## src/rtl/memory_responder.sv

```systemverilog
// memory_responder: accepts one CPU bus transfer at a time, forwards it to an
// external memory with a req/ack handshake and returns read data with a
// one-cycle ready pulse.
// Optional feature: define RESP_TIMEOUT_EN to compile in a watchdog that ends
// a transfer with an error pulse after TIMEOUT_CYCLES REQ cycles without ack.
module memory_responder #(
    parameter int unsigned TIMEOUT_CYCLES = 15
) (
    input  logic        clk,
    input  logic        rst,
    input  logic        bus_valid,
    input  logic [15:0] address,
    input  logic        read_write,
    input  logic [7:0]  data_in,
    output logic [7:0]  data_out,
    output logic        ready,
    output logic        error,
    output logic        mem_req,
    output logic        mem_we,
    output logic [15:0] mem_addr,
    output logic [7:0]  mem_wdata,
    input  logic [7:0]  mem_rdata,
    input  logic        mem_ack,
    output logic [1:0]  fsm
);

    if ((TIMEOUT_CYCLES < 32'd1) || (TIMEOUT_CYCLES > 32'd255)) begin : g_bad_timeout
        $error("memory_responder: TIMEOUT_CYCLES must be in 1..255");
    end

    typedef enum logic [1:0] {
        IDLE = 2'd0,
        REQ  = 2'd1,
        DONE = 2'd2
    } state_e;

    state_e      state_q, state_d;
    logic        mem_we_q, mem_we_d;
    logic [15:0] mem_addr_q, mem_addr_d;
    logic [7:0]  mem_wdata_q, mem_wdata_d;
    logic [7:0]  data_out_q, data_out_d;
    logic        mem_req_q;
    logic        ready_q;
    logic        timeout_s;

    // Next-state and datapath decode for the IDLE/REQ/DONE handshake.
    always_comb begin
        state_d     = state_q;
        mem_we_d    = mem_we_q;
        mem_addr_d  = mem_addr_q;
        mem_wdata_d = mem_wdata_q;
        data_out_d  = data_out_q;
        case (state_q)
            IDLE: begin
                if (bus_valid) begin
                    state_d     = REQ;
                    mem_we_d    = read_write;
                    mem_addr_d  = address;
                    mem_wdata_d = data_in;
                end else begin
                    state_d = IDLE;
                end
            end
            REQ: begin
                if (mem_ack) begin
                    // A real ack always wins over a coincident timeout.
                    state_d = DONE;
                    if (!mem_we_q) begin
                        data_out_d = mem_rdata;
                    end else begin
                        data_out_d = data_out_q;
                    end
                end else if (timeout_s) begin
                    state_d = DONE;
                    if (!mem_we_q) begin
                        data_out_d = 8'hFF;
                    end else begin
                        data_out_d = data_out_q;
                    end
                end else begin
                    state_d = REQ;
                end
            end
            DONE: begin
                state_d = IDLE;
            end
            default: begin
                state_d = IDLE;
            end
        endcase
    end

    // State, request and output registers; async reset clears mem_req at once.
    always_ff @(posedge clk or negedge rst) begin
        if (!rst) begin
            state_q     <= IDLE;
            mem_we_q    <= 1'b0;
            mem_addr_q  <= 16'h0000;
            mem_wdata_q <= 8'h00;
            data_out_q  <= 8'h00;
            mem_req_q   <= 1'b0;
            ready_q     <= 1'b0;
        end else begin
            state_q     <= state_d;
            mem_we_q    <= mem_we_d;
            mem_addr_q  <= mem_addr_d;
            mem_wdata_q <= mem_wdata_d;
            data_out_q  <= data_out_d;
            mem_req_q   <= (state_d == REQ);
            ready_q     <= (state_d == DONE);
        end
    end

`ifdef RESP_TIMEOUT_EN
    localparam logic [7:0] TERMINAL_CNT = 8'(TIMEOUT_CYCLES - 32'd1);

    logic [7:0] cnt_q, cnt_d;
    logic       error_q;

    assign timeout_s = (state_q == REQ) && !mem_ack && (cnt_q == TERMINAL_CNT);

    // Watchdog counter: cleared on REQ entry, counts REQ cycles without ack.
    always_comb begin
        cnt_d = cnt_q;
        if ((state_q == IDLE) && bus_valid) begin
            cnt_d = 8'd0;
        end else if ((state_q == REQ) && !mem_ack && !timeout_s) begin
            cnt_d = cnt_q + 8'd1;
        end else begin
            cnt_d = cnt_q;
        end
    end

    // Watchdog registers; error is raised for the DONE cycle of a timeout.
    always_ff @(posedge clk or negedge rst) begin
        if (!rst) begin
            cnt_q   <= 8'd0;
            error_q <= 1'b0;
        end else begin
            cnt_q   <= cnt_d;
            error_q <= timeout_s;
        end
    end

    assign error = error_q;
`else
    assign timeout_s = 1'b0;
    assign error     = 1'b0;
`endif

    assign data_out  = data_out_q;
    assign ready     = ready_q;
    assign mem_req   = mem_req_q;
    assign mem_we    = mem_we_q;
    assign mem_addr  = mem_addr_q;
    assign mem_wdata = mem_wdata_q;
    assign fsm       = state_q;

endmodule

```

## config.mk

```make
export PLATFORM = sky130hd
export DESIGN_NAME = memory_responder
export DESIGN_NICKNAME = d
export VERILOG_FILES = /design/src/rtl/memory_responder.sv
export SDC_FILE = /design/constraint.sdc
export NUM_CORES = 1
export LEC_CHECK = 0
export CELL_PAD_IN_SITES_DETAIL_PLACEMENT = 2
export CELL_PAD_IN_SITES_GLOBAL_PLACEMENT = 2
export CORE_ASPECT_RATIO = 1.1
export CORE_MARGIN = 2
export CORE_UTILIZATION = 26
export DETAILED_ROUTE_END_ITERATION = 8
export PLACE_DENSITY = 0.8
export SLEW_MARGIN = 20
export SYNTH_ARGS = -nofsm -noshare
export SYNTH_HDL_FRONTEND = slang
export SYNTH_SLANG_ARGS = --single-unit
```

## constraint.sdc

```tcl
create_clock -name clk -period 3.25 [get_ports clk]
set_clock_uncertainty 0.15 [all_clocks]
set_input_delay 0.65 -clock clk [delete_from_list [all_inputs] [get_ports clk]]
set_output_delay 0.65 -clock clk [all_outputs]
set_load 0.01 [all_outputs]
```

==> out/metrics.cfg <==
[status]
status = finished clean

[sta]
finalMaxSlewViolations = 0
maxSlewHeadroom_pct = 44.2
hold_viol_final = 0
final.setup.worst_slack_ps = 1050
rsz0062_at_grt = no
fmax_ghz = 0.454
period_share_pct = 67.8
timing.hold.ws_ps = 322
fin_crit_ps = 2200
tns_ps = 0
setup_viol = 0
tightest_slew_ps = 838

[cts]
htree_levels = 2
cts_hold_buf = 0
cts_resized = 0
cts.path.max_buffers = 2
cts.sinks = 37
cts_root_buf = clkbuf_8
cts_tree = done
clk_latency_ps = 280
cts_setup_buffers = 0
cts_buffers = 5
clk_pin_slew_ps = 70

[logic_synthesis]
yosys_warnings = 0
synth_fp_nets = 121
synth_area_per_cell_um2 = 16.7
synth_cell_types = 13
synth_area_um2 = 1400
ys_seq_area_share_pct = 66.1
netlist_instances = 84
synth_seq_cells = 37

[floorplan]
rows = 28
initial_core_util_pct = 26.5
die-area_um2 = 5990
die_x_um = 74
die_h_um = 81
top_level_ports = 75
core_um2 = 5290

[setup_path]
critPathSlowestCell = clkdlybuf4s50_1
arrival_ps = 1400
critical-path-top-delay-family = buffers and inverters
crit_fanout = 7
reg2reg_to = mem_addr[3]
path_class = flop to primary output
r2r-start = fsm[1]
cp_slowest_stage_delay_ps = 620
path_cells = clkdlybuf4s50_1
critPathLaunchType = flop
r2r_cells = 3
r2r_slack_ps = 1570
required_ps = 2450
cp_num_buf_inv = 1
startpoint = fsm[1]
end_kind = primary output

[power_and_ir_drop]
p_leak_uw = 0.000922
seqPwrFrac_pct = 41.5
p_int_uw = 1290
power_density_nw_per_um2 = 799
switching_power_uw = 520
p_sw_share_pct = 28.7
clockPowerShare_pct = 15.6
max-vdd-ir-drop_mv = 0.364
combPwrFrac_pct = 42.8

[drt]
drtIter0Drc = 8
detail-route-antenna-nets = 0
drc = 0
wl_per_cell_um = 15.2
via_per_inst = 4.12
drtPass1Iterations = 2
wl_mm = 3.58
vias = 969

[placement]
dp_slack_ps = 921
gp_congestion = 0.716
place_area_um2 = 2190
dp_cells = 229
hpwlAfterDp_mm = 2.72
portBuffers = 73

[layout]
antenna_cells = 0
area_delta_synth_final_pct = 61.8
final-instance-count-excl-fill = 235
finalInstanceArea_um2 = 2270
fin_nets = 198
drive_gt1_share_pct = 25.6

[global_routing]
grt_pass1_wl_mm = 5.75
grt_max_degree = 38
grt_pass1_vias = 1136
grtUsageTotal_pct = 13.0
overflow = 0
antenna_found_initial = 0

[worst_hold_path]
worstHoldPathType = input port to async pin

[job]
maxCapViolations = 0

power groups by stage:
stage	Clock, uW	Sequential [uW]	Combinational [uW]
after floorplan	0	839	222
after global placement	0	748	762
after detailed placement	0	760	787
after CTS	303	755	792
after global routing	325	784	828
final	283	752	776
layer usage:
layer	up-vias	track usage, %	routed length, um
li1	440	-	-
met1	471	15.0	1380
met2	53	21.3	1800
met3	5	6.33	375
met4	0	3.82	27
met5	-	0	0
how the worst max path moves through the flow:
| stage | to | slack (ps) | depth (start not counted) |
|---|---|---|---|
| finish | fsm[1] | 1050 | 1 |
| CTS | fsm[1] | 1020 | 1 |
| floorplan | mem_addr[11] | 1500 | 3 |
| global route | fsm[1] | 930 | 1 |
| global placement | mem_wdata[3] | 980 | 4 |
| detailed placement | mem_wdata[7] | 920 | 4 |
through the flow:
step / power [uW] / utilization [%]
5_1_grt: 1940 / 42.9
2_1_floorplan: 1060 / -
6_report: 1810 / 42.9
4_1_cts: 1850 / 42.9
3_5_place_dp: 1550 / 41.5
3_3_place_gp: 1510 / 41.5
cell usage after synthesis:
master | instances | area (um^2)
buf_4 | 1 | 7.51
conb_1 | 1 | 3.75
nor2_1 | 2 | 7.51
buf_6 | 2 | 22.5
buf_2 | 1 | 5.00
nand2b_1 | 2 | 12.5
and4bb_1 | 1 | 12.5
mux2_2 | 32 | 360
mux2_1 | 1 | 11.3
dfrtp_1 | 37 | 926
nor3b_4 | 1 | 18.8
a21oi_1 | 2 | 10.0
nand2_1 | 1 | 3.75
placed cells by master, fill, tap and decap left out, drive strengths merged, types with 2 or more instances in the layout:
master / n
clkdlybuf4s50: 72
dfrtp: 37
mux2: 33
clkbuf: 5
nand2b: 2
a21oi: 2
nor2: 2
buf: 2
final cells by class:
class | count | area (um^2)
clock buffer | 5 | 68.8
clock inverter | 1 | 5.00
fill | 518 | 3020
multi-input combinational | 43 | 440
sequential | 37 | 926
tap | 75 | 93.8
timing repair buffer | 74 | 733
logic make-up after synthesis:
logic type	share of synthesized area (%)
flops	66.1
mux	26.5
simple gates	3.93
buf+inv	2.50
compound gates	0.714
other cells	0.268
flip-flops by register name (all words and copies together) (netlist names):
name       cells
mem_addr      16
data_out       8
mem_wdata      8
fsm            2
mem_req        1
mem_we         1
ready          1
Note: power is estimated with default switching activity, not from simulation.
